===== src/rtl/alu_ctrl_pkg.sv =====
// Shared encodings for the ALU arbiter: operation codes, controller states, watchdog width.
package alu_ctrl_pkg;

  localparam int TMO_W = 8;

  typedef enum logic [1:0] {
    OP_ADD = 2'b00,
    OP_SUB = 2'b01,
    OP_MUL = 2'b10,
    OP_DIV = 2'b11
  } op_e;

  typedef enum logic [3:0] {
    S_IDLE,
    S_ARB,
    S_ARST,
    S_LDM,
    S_LDQ,
    S_WAIT,
    S_CAPLO,
    S_RESP,
    S_ABORT
  } state_e;

  // mul/div return two result words (hi in the finish cycle, lo in the next)
  function automatic logic is_wide(op_e op);
    return (op == OP_MUL) || (op == OP_DIV);
  endfunction

endpackage


===== src/rtl/alu_arbiter_if.sv =====
// Bundles the two requester ports, the response port and the sequential-ALU port.
interface alu_arbiter_if #(
  parameter int W = 16
);
  logic         req0, req1;
  logic [1:0]   op0, op1;
  logic [W-1:0] a0, a1, b0, b1;
  logic         gnt0, gnt1;
  logic         rsp_valid, rsp_id;
  logic [W-1:0] rsp_hi, rsp_lo;
  logic         rsp_ovf, rsp_err;
  logic         alu_rst_b, alu_start;
  logic [1:0]   alu_s;
  logic [W-1:0] alu_inbus, alu_outbus;
  logic         alu_finish, alu_overflow;

  modport slave (
    input  req0, req1, op0, op1, a0, a1, b0, b1,
    input  alu_outbus, alu_finish, alu_overflow,
    output gnt0, gnt1, rsp_valid, rsp_id, rsp_hi, rsp_lo, rsp_ovf, rsp_err,
    output alu_rst_b, alu_start, alu_s, alu_inbus
  );

  modport master (
    output req0, req1, op0, op1, a0, a1, b0, b1,
    output alu_outbus, alu_finish, alu_overflow,
    input  gnt0, gnt1, rsp_valid, rsp_id, rsp_hi, rsp_lo, rsp_ovf, rsp_err,
    input  alu_rst_b, alu_start, alu_s, alu_inbus
  );
endinterface


===== src/rtl/rr_arb2.sv =====
// Two-way round-robin arbiter: a lone request always wins; on contention the
// priority pointer decides and then flips so the other side wins next contention.
module rr_arb2 (
  input  logic       clk,
  input  logic       rst_b,
  input  logic       req0,
  input  logic       req1,
  input  logic       advance,
  output logic [1:0] grant
);

  logic ptr_q, ptr_d;

  // NOTE: every combinational output gets a default first so no path leaves it unassigned (no latch).
  always_comb begin
    grant = {req1, req0};
    if (req0 && req1) grant = ptr_q ? 2'b10 : 2'b01;
  end

  assign ptr_d = (advance && req0 && req1) ? ~ptr_q : ptr_q;

  // NOTE: registers are updated with non-blocking assignments so all flops sample together.
  always_ff @(posedge clk) begin
    if (rst_b) ptr_q <= 1'b0;
    else       ptr_q <= ptr_d;
  end

endmodule


===== src/rtl/alu_arbiter.sv =====
// Shares one sequential ALU between two requesters: arbitrates, runs the ALU
// load/start/finish protocol, returns a tagged response, aborts hung operations.
module alu_arbiter
  import alu_ctrl_pkg::*;
#(
  parameter int W       = 16,
  parameter int TIMEOUT = 255
) (
  input logic          clk,
  input logic          rst_b,
  alu_arbiter_if.slave bus
);

  state_e             state_q, state_d;
  logic               id_q;
  op_e                op_q;
  logic [W-1:0]       a_q, b_q;
  logic [W-1:0]       hi_q, hi_d;
  logic [TMO_W-1:0]   cnt_q, cnt_d;
  logic               rsp_id_q, rsp_id_d;
  logic [W-1:0]       rsp_hi_q, rsp_hi_d, rsp_lo_q, rsp_lo_d;
  logic               rsp_ovf_q, rsp_ovf_d, rsp_err_q, rsp_err_d;

  logic               adv;
  logic [1:0]         grant;
  logic [1:0]         gnt_c;
  logic               rsp_valid_c, alu_start_c, alu_rst_c;
  logic [W-1:0]       alu_inbus_c;

  rr_arb2 u_arb (
    .clk     (clk),
    .rst_b   (rst_b),
    .req0    (bus.req0),
    .req1    (bus.req1),
    .advance (adv),
    .grant   (grant)
  );

  always_comb begin
    state_d     = state_q;
    cnt_d       = cnt_q;
    hi_d        = hi_q;
    rsp_id_d    = rsp_id_q;
    rsp_hi_d    = rsp_hi_q;
    rsp_lo_d    = rsp_lo_q;
    rsp_ovf_d   = rsp_ovf_q;
    rsp_err_d   = rsp_err_q;
    adv         = 1'b0;
    gnt_c       = 2'b00;
    rsp_valid_c = 1'b0;
    alu_start_c = 1'b0;
    alu_rst_c   = 1'b1;
    alu_inbus_c = '0;

    case (state_q)
      S_IDLE: begin
        if (bus.req0 || bus.req1) begin
          adv     = 1'b1;
          state_d = S_ARB;
        end
      end
      S_ARB: begin
        gnt_c   = id_q ? 2'b10 : 2'b01;
        state_d = S_ARST;
      end
      S_ARST: begin
        alu_rst_c = 1'b0;
        state_d   = S_LDM;
      end
      // B goes in first as M, A second as Q, so the ALU yields A-B and A/B
      S_LDM: begin
        alu_start_c = 1'b1;
        alu_inbus_c = b_q;
        state_d     = S_LDQ;
      end
      S_LDQ: begin
        alu_inbus_c = a_q;
        cnt_d       = '0;
        state_d     = S_WAIT;
      end
      S_WAIT: begin
        if (bus.alu_finish) begin
          if (is_wide(op_q)) begin
            hi_d    = bus.alu_outbus;
            state_d = S_CAPLO;
          end else begin
            rsp_id_d  = id_q;
            rsp_hi_d  = '0;
            rsp_lo_d  = bus.alu_outbus;
            rsp_ovf_d = bus.alu_overflow;
            rsp_err_d = 1'b0;
            state_d   = S_RESP;
          end
        end else if (cnt_q == TMO_W'(TIMEOUT)) begin
          rsp_id_d  = id_q;
          rsp_hi_d  = '0;
          rsp_lo_d  = '0;
          rsp_ovf_d = 1'b0;
          rsp_err_d = 1'b1;
          state_d   = S_ABORT;
        end else begin
          cnt_d = cnt_q + TMO_W'(1);
        end
      end
      S_CAPLO: begin
        rsp_id_d  = id_q;
        rsp_hi_d  = hi_q;
        rsp_lo_d  = bus.alu_outbus;
        rsp_ovf_d = 1'b0;
        rsp_err_d = 1'b0;
        state_d   = S_RESP;
      end
      S_RESP: begin
        rsp_valid_c = 1'b1;
        state_d     = S_IDLE;
      end
      S_ABORT: begin
        rsp_valid_c = 1'b1;
        alu_rst_c   = 1'b0;
        state_d     = S_IDLE;
      end
      default: state_d = S_IDLE;
    endcase
  end

  always_ff @(posedge clk) begin
    if (rst_b) begin
      state_q   <= S_IDLE;
      id_q      <= 1'b0;
      op_q      <= OP_ADD;
      a_q       <= '0;
      b_q       <= '0;
      hi_q      <= '0;
      cnt_q     <= '0;
      rsp_id_q  <= 1'b0;
      rsp_hi_q  <= '0;
      rsp_lo_q  <= '0;
      rsp_ovf_q <= 1'b0;
      rsp_err_q <= 1'b0;
    end else begin
      state_q   <= state_d;
      cnt_q     <= cnt_d;
      hi_q      <= hi_d;
      rsp_id_q  <= rsp_id_d;
      rsp_hi_q  <= rsp_hi_d;
      rsp_lo_q  <= rsp_lo_d;
      rsp_ovf_q <= rsp_ovf_d;
      rsp_err_q <= rsp_err_d;
      if (adv) id_q <= grant[1];
      if (state_q == S_ARB) begin
        op_q <= op_e'(id_q ? bus.op1 : bus.op0);
        a_q  <= id_q ? bus.a1 : bus.a0;
        b_q  <= id_q ? bus.b1 : bus.b0;
      end
    end
  end

  // Strobes are masked while reset is asserted so a mid-op reset never leaks a pulse.
  assign bus.gnt0      = gnt_c[0] & ~rst_b;
  assign bus.gnt1      = gnt_c[1] & ~rst_b;
  assign bus.rsp_valid = rsp_valid_c & ~rst_b;
  assign bus.alu_start = alu_start_c & ~rst_b;
  assign bus.alu_rst_b = alu_rst_c & ~rst_b;
  assign bus.alu_inbus = rst_b ? '0 : alu_inbus_c;
  assign bus.alu_s     = op_q;
  assign bus.rsp_id    = rsp_id_q;
  assign bus.rsp_hi    = rsp_hi_q;
  assign bus.rsp_lo    = rsp_lo_q;
  assign bus.rsp_ovf   = rsp_ovf_q;
  assign bus.rsp_err   = rsp_err_q;

endmodule


===== src/flat_wrapper.sv =====
// flat-port wrapper written by rule: the top's interface ports become plain ports
module alu_arbiter_flat import alu_ctrl_pkg::*;
#(
  parameter int W       = 16,
  parameter int TIMEOUT = 255
)
  (clk, rst_b, bus_req0, bus_req1, bus_op0, bus_op1, bus_a0, bus_a1, bus_b0, bus_b1, bus_alu_outbus, bus_alu_finish, bus_alu_overflow, bus_gnt0, bus_gnt1, bus_rsp_valid, bus_rsp_id, bus_rsp_hi, bus_rsp_lo, bus_rsp_ovf, bus_rsp_err, bus_alu_rst_b, bus_alu_start, bus_alu_s, bus_alu_inbus);
  alu_arbiter_if #(.W(W)) bus_i ();
  input logic clk;
  input logic rst_b;
  input wire logic [$bits(bus_i.req0)-1:0] bus_req0;
  input wire logic [$bits(bus_i.req1)-1:0] bus_req1;
  input wire logic [$bits(bus_i.op0)-1:0] bus_op0;
  input wire logic [$bits(bus_i.op1)-1:0] bus_op1;
  input wire logic [$bits(bus_i.a0)-1:0] bus_a0;
  input wire logic [$bits(bus_i.a1)-1:0] bus_a1;
  input wire logic [$bits(bus_i.b0)-1:0] bus_b0;
  input wire logic [$bits(bus_i.b1)-1:0] bus_b1;
  input wire logic [$bits(bus_i.alu_outbus)-1:0] bus_alu_outbus;
  input wire logic [$bits(bus_i.alu_finish)-1:0] bus_alu_finish;
  input wire logic [$bits(bus_i.alu_overflow)-1:0] bus_alu_overflow;
  output wire logic [$bits(bus_i.gnt0)-1:0] bus_gnt0;
  output wire logic [$bits(bus_i.gnt1)-1:0] bus_gnt1;
  output wire logic [$bits(bus_i.rsp_valid)-1:0] bus_rsp_valid;
  output wire logic [$bits(bus_i.rsp_id)-1:0] bus_rsp_id;
  output wire logic [$bits(bus_i.rsp_hi)-1:0] bus_rsp_hi;
  output wire logic [$bits(bus_i.rsp_lo)-1:0] bus_rsp_lo;
  output wire logic [$bits(bus_i.rsp_ovf)-1:0] bus_rsp_ovf;
  output wire logic [$bits(bus_i.rsp_err)-1:0] bus_rsp_err;
  output wire logic [$bits(bus_i.alu_rst_b)-1:0] bus_alu_rst_b;
  output wire logic [$bits(bus_i.alu_start)-1:0] bus_alu_start;
  output wire logic [$bits(bus_i.alu_s)-1:0] bus_alu_s;
  output wire logic [$bits(bus_i.alu_inbus)-1:0] bus_alu_inbus;
  assign bus_i.req0 = bus_req0;
  assign bus_i.req1 = bus_req1;
  assign bus_i.op0 = bus_op0;
  assign bus_i.op1 = bus_op1;
  assign bus_i.a0 = bus_a0;
  assign bus_i.a1 = bus_a1;
  assign bus_i.b0 = bus_b0;
  assign bus_i.b1 = bus_b1;
  assign bus_i.alu_outbus = bus_alu_outbus;
  assign bus_i.alu_finish = bus_alu_finish;
  assign bus_i.alu_overflow = bus_alu_overflow;
  assign bus_gnt0 = bus_i.gnt0;
  assign bus_gnt1 = bus_i.gnt1;
  assign bus_rsp_valid = bus_i.rsp_valid;
  assign bus_rsp_id = bus_i.rsp_id;
  assign bus_rsp_hi = bus_i.rsp_hi;
  assign bus_rsp_lo = bus_i.rsp_lo;
  assign bus_rsp_ovf = bus_i.rsp_ovf;
  assign bus_rsp_err = bus_i.rsp_err;
  assign bus_alu_rst_b = bus_i.alu_rst_b;
  assign bus_alu_start = bus_i.alu_start;
  assign bus_alu_s = bus_i.alu_s;
  assign bus_alu_inbus = bus_i.alu_inbus;
  alu_arbiter #(.W(W), .TIMEOUT(TIMEOUT)) u_core (.clk(clk), .rst_b(rst_b), .bus(bus_i));
endmodule

===== config.mk =====
export PLATFORM = sky130hd
export DESIGN_NAME = alu_arbiter_flat
export DESIGN_NICKNAME = d
export VERILOG_FILES = /design/src/rtl/alu_ctrl_pkg.sv /design/src/rtl/alu_arbiter_if.sv /design/src/rtl/rr_arb2.sv /design/src/rtl/alu_arbiter.sv /design/src/flat_wrapper.sv
export SDC_FILE = /design/constraint.sdc
export NUM_CORES = 1
export LEC_CHECK = 0
export CAP_MARGIN = 5
export CELL_PAD_IN_SITES_DETAIL_PLACEMENT = 1
export CELL_PAD_IN_SITES_GLOBAL_PLACEMENT = 2
export CORE_MARGIN = 2
export CORE_UTILIZATION = 29
export DETAILED_ROUTE_END_ITERATION = 7
export PLACE_DENSITY = 0.83
export SYNTH_ARGS = -nofsm -noshare
export SYNTH_HDL_FRONTEND = slang
export SYNTH_SLANG_ARGS = --single-unit

===== constraint.sdc =====
create_clock -name clk -period 3.81 [get_ports clk]
set_input_delay 0.5715 -clock clk [delete_from_list [all_inputs] [get_ports clk]]
set_output_delay 0.5715 -clock clk [all_outputs]
set_load 0.005 [all_outputs]

==> impl_metrics.yaml <==
logic_synthesis:
  async_flop_share_pct: 0
  yosysTopAreaCell: "dfxtp_1"
  syn_avg_cell_area_um2: 9.642
  synthFlopType: "dfxtp_1"
  synth_nets: 540
  synth.area.top_cells: "dfxtp_1 46%, mux2i_1 12%, a22o_1 6.5%, a211oi_1 5.9%, nor2_1 5.8%"
  ys_warn_count: 0
  ys_ff_latch: 99
  synth_cell_types: 50
  synth_top_area_share_pct: 45.78
  synth_edf_count: 0
  synth.yosys.seq_area_share_pct: 45.78
  synthCells: 449
  syn_area_um2: 4329
cts:
  htree_levels: 3
  insertion_delay_ns: 0.35
  cts_buffers: 9
  cts_root_buf: "clkbuf_16"
  cts_tree: "done"
  ctsHoldBuffers: 0
  clock-sinks: 99
  cts_setup_buffers: 0
  cts.path.max_buffers: 2
  cts.clk_slew.worst_paths_ns: 0.07
  cts_resized: 0
cells_and_area:
  final_util_pct: 42.76
  regArea_um2: 1983
  diodes: 0
  area_growth_pct: 43.55
  nets: 672
  nFillCells: 1663
  layout_common_cells: "146 x clkdlybuf4s50_1, 98 x dfxtp_1, 67 x nor2_1"
  multi_input_area_um2: 2171
  mostFrequentLayoutCell: "clkdlybuf4s50_1"
  fin_area_um2: 6215
  layout-drive-gt1-share_pct: 6.485
pwr:
  swShare_pct: 25.90
  p_leak_uw: 0.002293
  clock_power_share_pct: 39.1
  power.density_nw_per_um2: 387.3
  netSwitchingPower_uw: 623.4
  intPower_uw: 1784
  seqPwrFrac_pct: 47.1
  pwr-share-comb_pct: 13.9
  ir_drop_mv: 0.1994
placement:
  routabilityCongestion: 0.7857
  dp.final_hpwl_mm: 9.518
  dp_slack_ns: 0.9142
  io_buffers: 147
  dpl_cell_area_um2: 5914
route:
  routed_wl_mm: 12.95
  route.vias.total: 3874
  ant_nets: 0
  wl_per_cell_um: 16.81
  drt_iter0_drc: 180
  vias_per_cell: 5.031
  drc: 0
  first_pass_iters: 4
sta:
  tightestPinTransition_ns: 0.7916
  final-max-slew-violation-count: 0
  setup_viol: 0
  fin_ws_ns: 0.5407
  grt_setup_unrepaired: "false"
  fin_tns_setup_ns: 0
  slew_headroom_pct: 47.03
  post-route-period-util_pct: 85.81
  finalCriticalPeriod_ns: 3.269
  finalHoldViolations: 0
  fmax_mhz: 305.9
  clock_skew_ns: 0.01025
critical_path:
  criticalPathCategory: "reg -> out"
  cp.required_ns: 3.24
  crit_path_start_kind: "register"
  arrival_ns: 2.70
  worstPathMaxFanout: 16
  end_kind: "output pin"
flow_run:
  drv_cap: 0
floorplan:
  start_util_pct: 29.79
  floorplan.rows: 44
  dieArea_um2: 15920
  core_area_um2: 14530
  die_w_um: 126.2
  die_h_um: 126.2
  num_io_pins: 148
min_path:
  hp-class: "reg -> reg"
outcome:
  status: "completed"
global_route:
  grt_max_degree: 69
  grt_pass1_wl_mm: 20.98
  track_usage_pct: 16.38
  first_global_vias: 4053
  antenna_found_initial: 0
  grt-ovfl-total: 0
kinds of logic after synthesis:
group                    after synthesis  synth area share, %
adder cells (fa/ha/maj)                1               0.2890
multiplexers                          52                12.05
XOR/XNOR                               4               0.8092
AO/OA/AOI/OAI                        112                18.82
AND/OR/NAND/NOR                      146                17.83
flip-flops                            99                45.78
buffers and inverters                 35                4.422
worst max-delay path, cell delays in order (launching register included):
cell,delay [ns]
dfxtp_1,0.65
or4b_4,0.58
nor2_4,0.38
a22o_1,0.23
clkdlybuf4s50_1,0.51
sequential cells by signal, indices dropped and copies added, names as in the netlist:
register / cells
u_core.a_q: 16
u_core.cnt_q: 8
u_core.u_arb.ptr_q: 1
u_core.bus.alu_s: 2
u_core.hi_q: 16
u_core.bus.rsp_lo: 16
u_core.id_q: 1
u_core.bus.rsp_id: 1
u_core.bus.rsp_err: 1
u_core.bus.rsp_ovf: 1
u_core.bus.rsp_hi: 16
u_core.state_q: 4
u_core.b_q: 16
cell usage after synthesis (all sizes together), types with 3 or more instances:
cell and number:
and3 4, nand2 9, nor2 68, mux2i 51, nand2b 21, o21ai 22
a22o 32, a21oi 12, dfxtp 99, xor2 4, nor2b 4, a31oi 3
buf 16, nand3 23, a211oi 34, clkbuf 18
through the flow:
stage	power (uW)	hold WS [ns]	instances
floorplan	1326	0.4303	449
global placement	1488	0.4519	754
detailed placement	1494	0.4557	754
CTS	2447	0.4702	770
global route	2530	0.4891	770
finish	2407	0.4691	770
path summary, 6_finish.rpt:
kind / start / end / slack (ns) / cells after the start
min reg2reg: u_core.cnt_q[7] / u_core.cnt_q[7] / 0.47 / 1
min: u_core.cnt_q[7] / u_core.cnt_q[7] / 0.47 / 1
max: u_core.state_q[2] / bus_alu_inbus[5] / 0.54 / 4
max reg2reg: u_core.state_q[0] / u_core.bus.rsp_id / 1.35 / 5
power by group through the flow:
| stage | Combinational, uW | Sequential (uW) | Clock, uW |
|---|---|---|---|
| after floorplan | 193 | 1130 | 0 |
| after global placement | 330 | 1160 | 0 |
| after detailed placement | 340 | 1150 | 0 |
| after CTS | 340 | 1130 | 974 |
| after global routing | 373 | 1140 | 1020 |
| final | 334 | 1130 | 941 |
area by class of cell:
class	count	share of cell area [%]
repair buffers	155	24.56
clock buffers	10	3.684
flip-flops and latches	99	31.91
well taps	184	3.704
inverters	1	0.06040
multi-input cells	315	34.93
clock inverters	6	1.148
metal layers:
| layer | up-vias | part of all wire (%) | global-route usage, % |
|---|---|---|---|
| li1 | 1899 | - | - |
| met1 | 1839 | 46 | 20.66 |
| met2 | 130 | 46 | 26.85 |
| met3 | 6 | 7.5 | 5.862 |
| met4 | 0 | 0.76 | 3.878 |
| met5 | - | 0 | 0 |
Power figures use the tool's default switching activity.
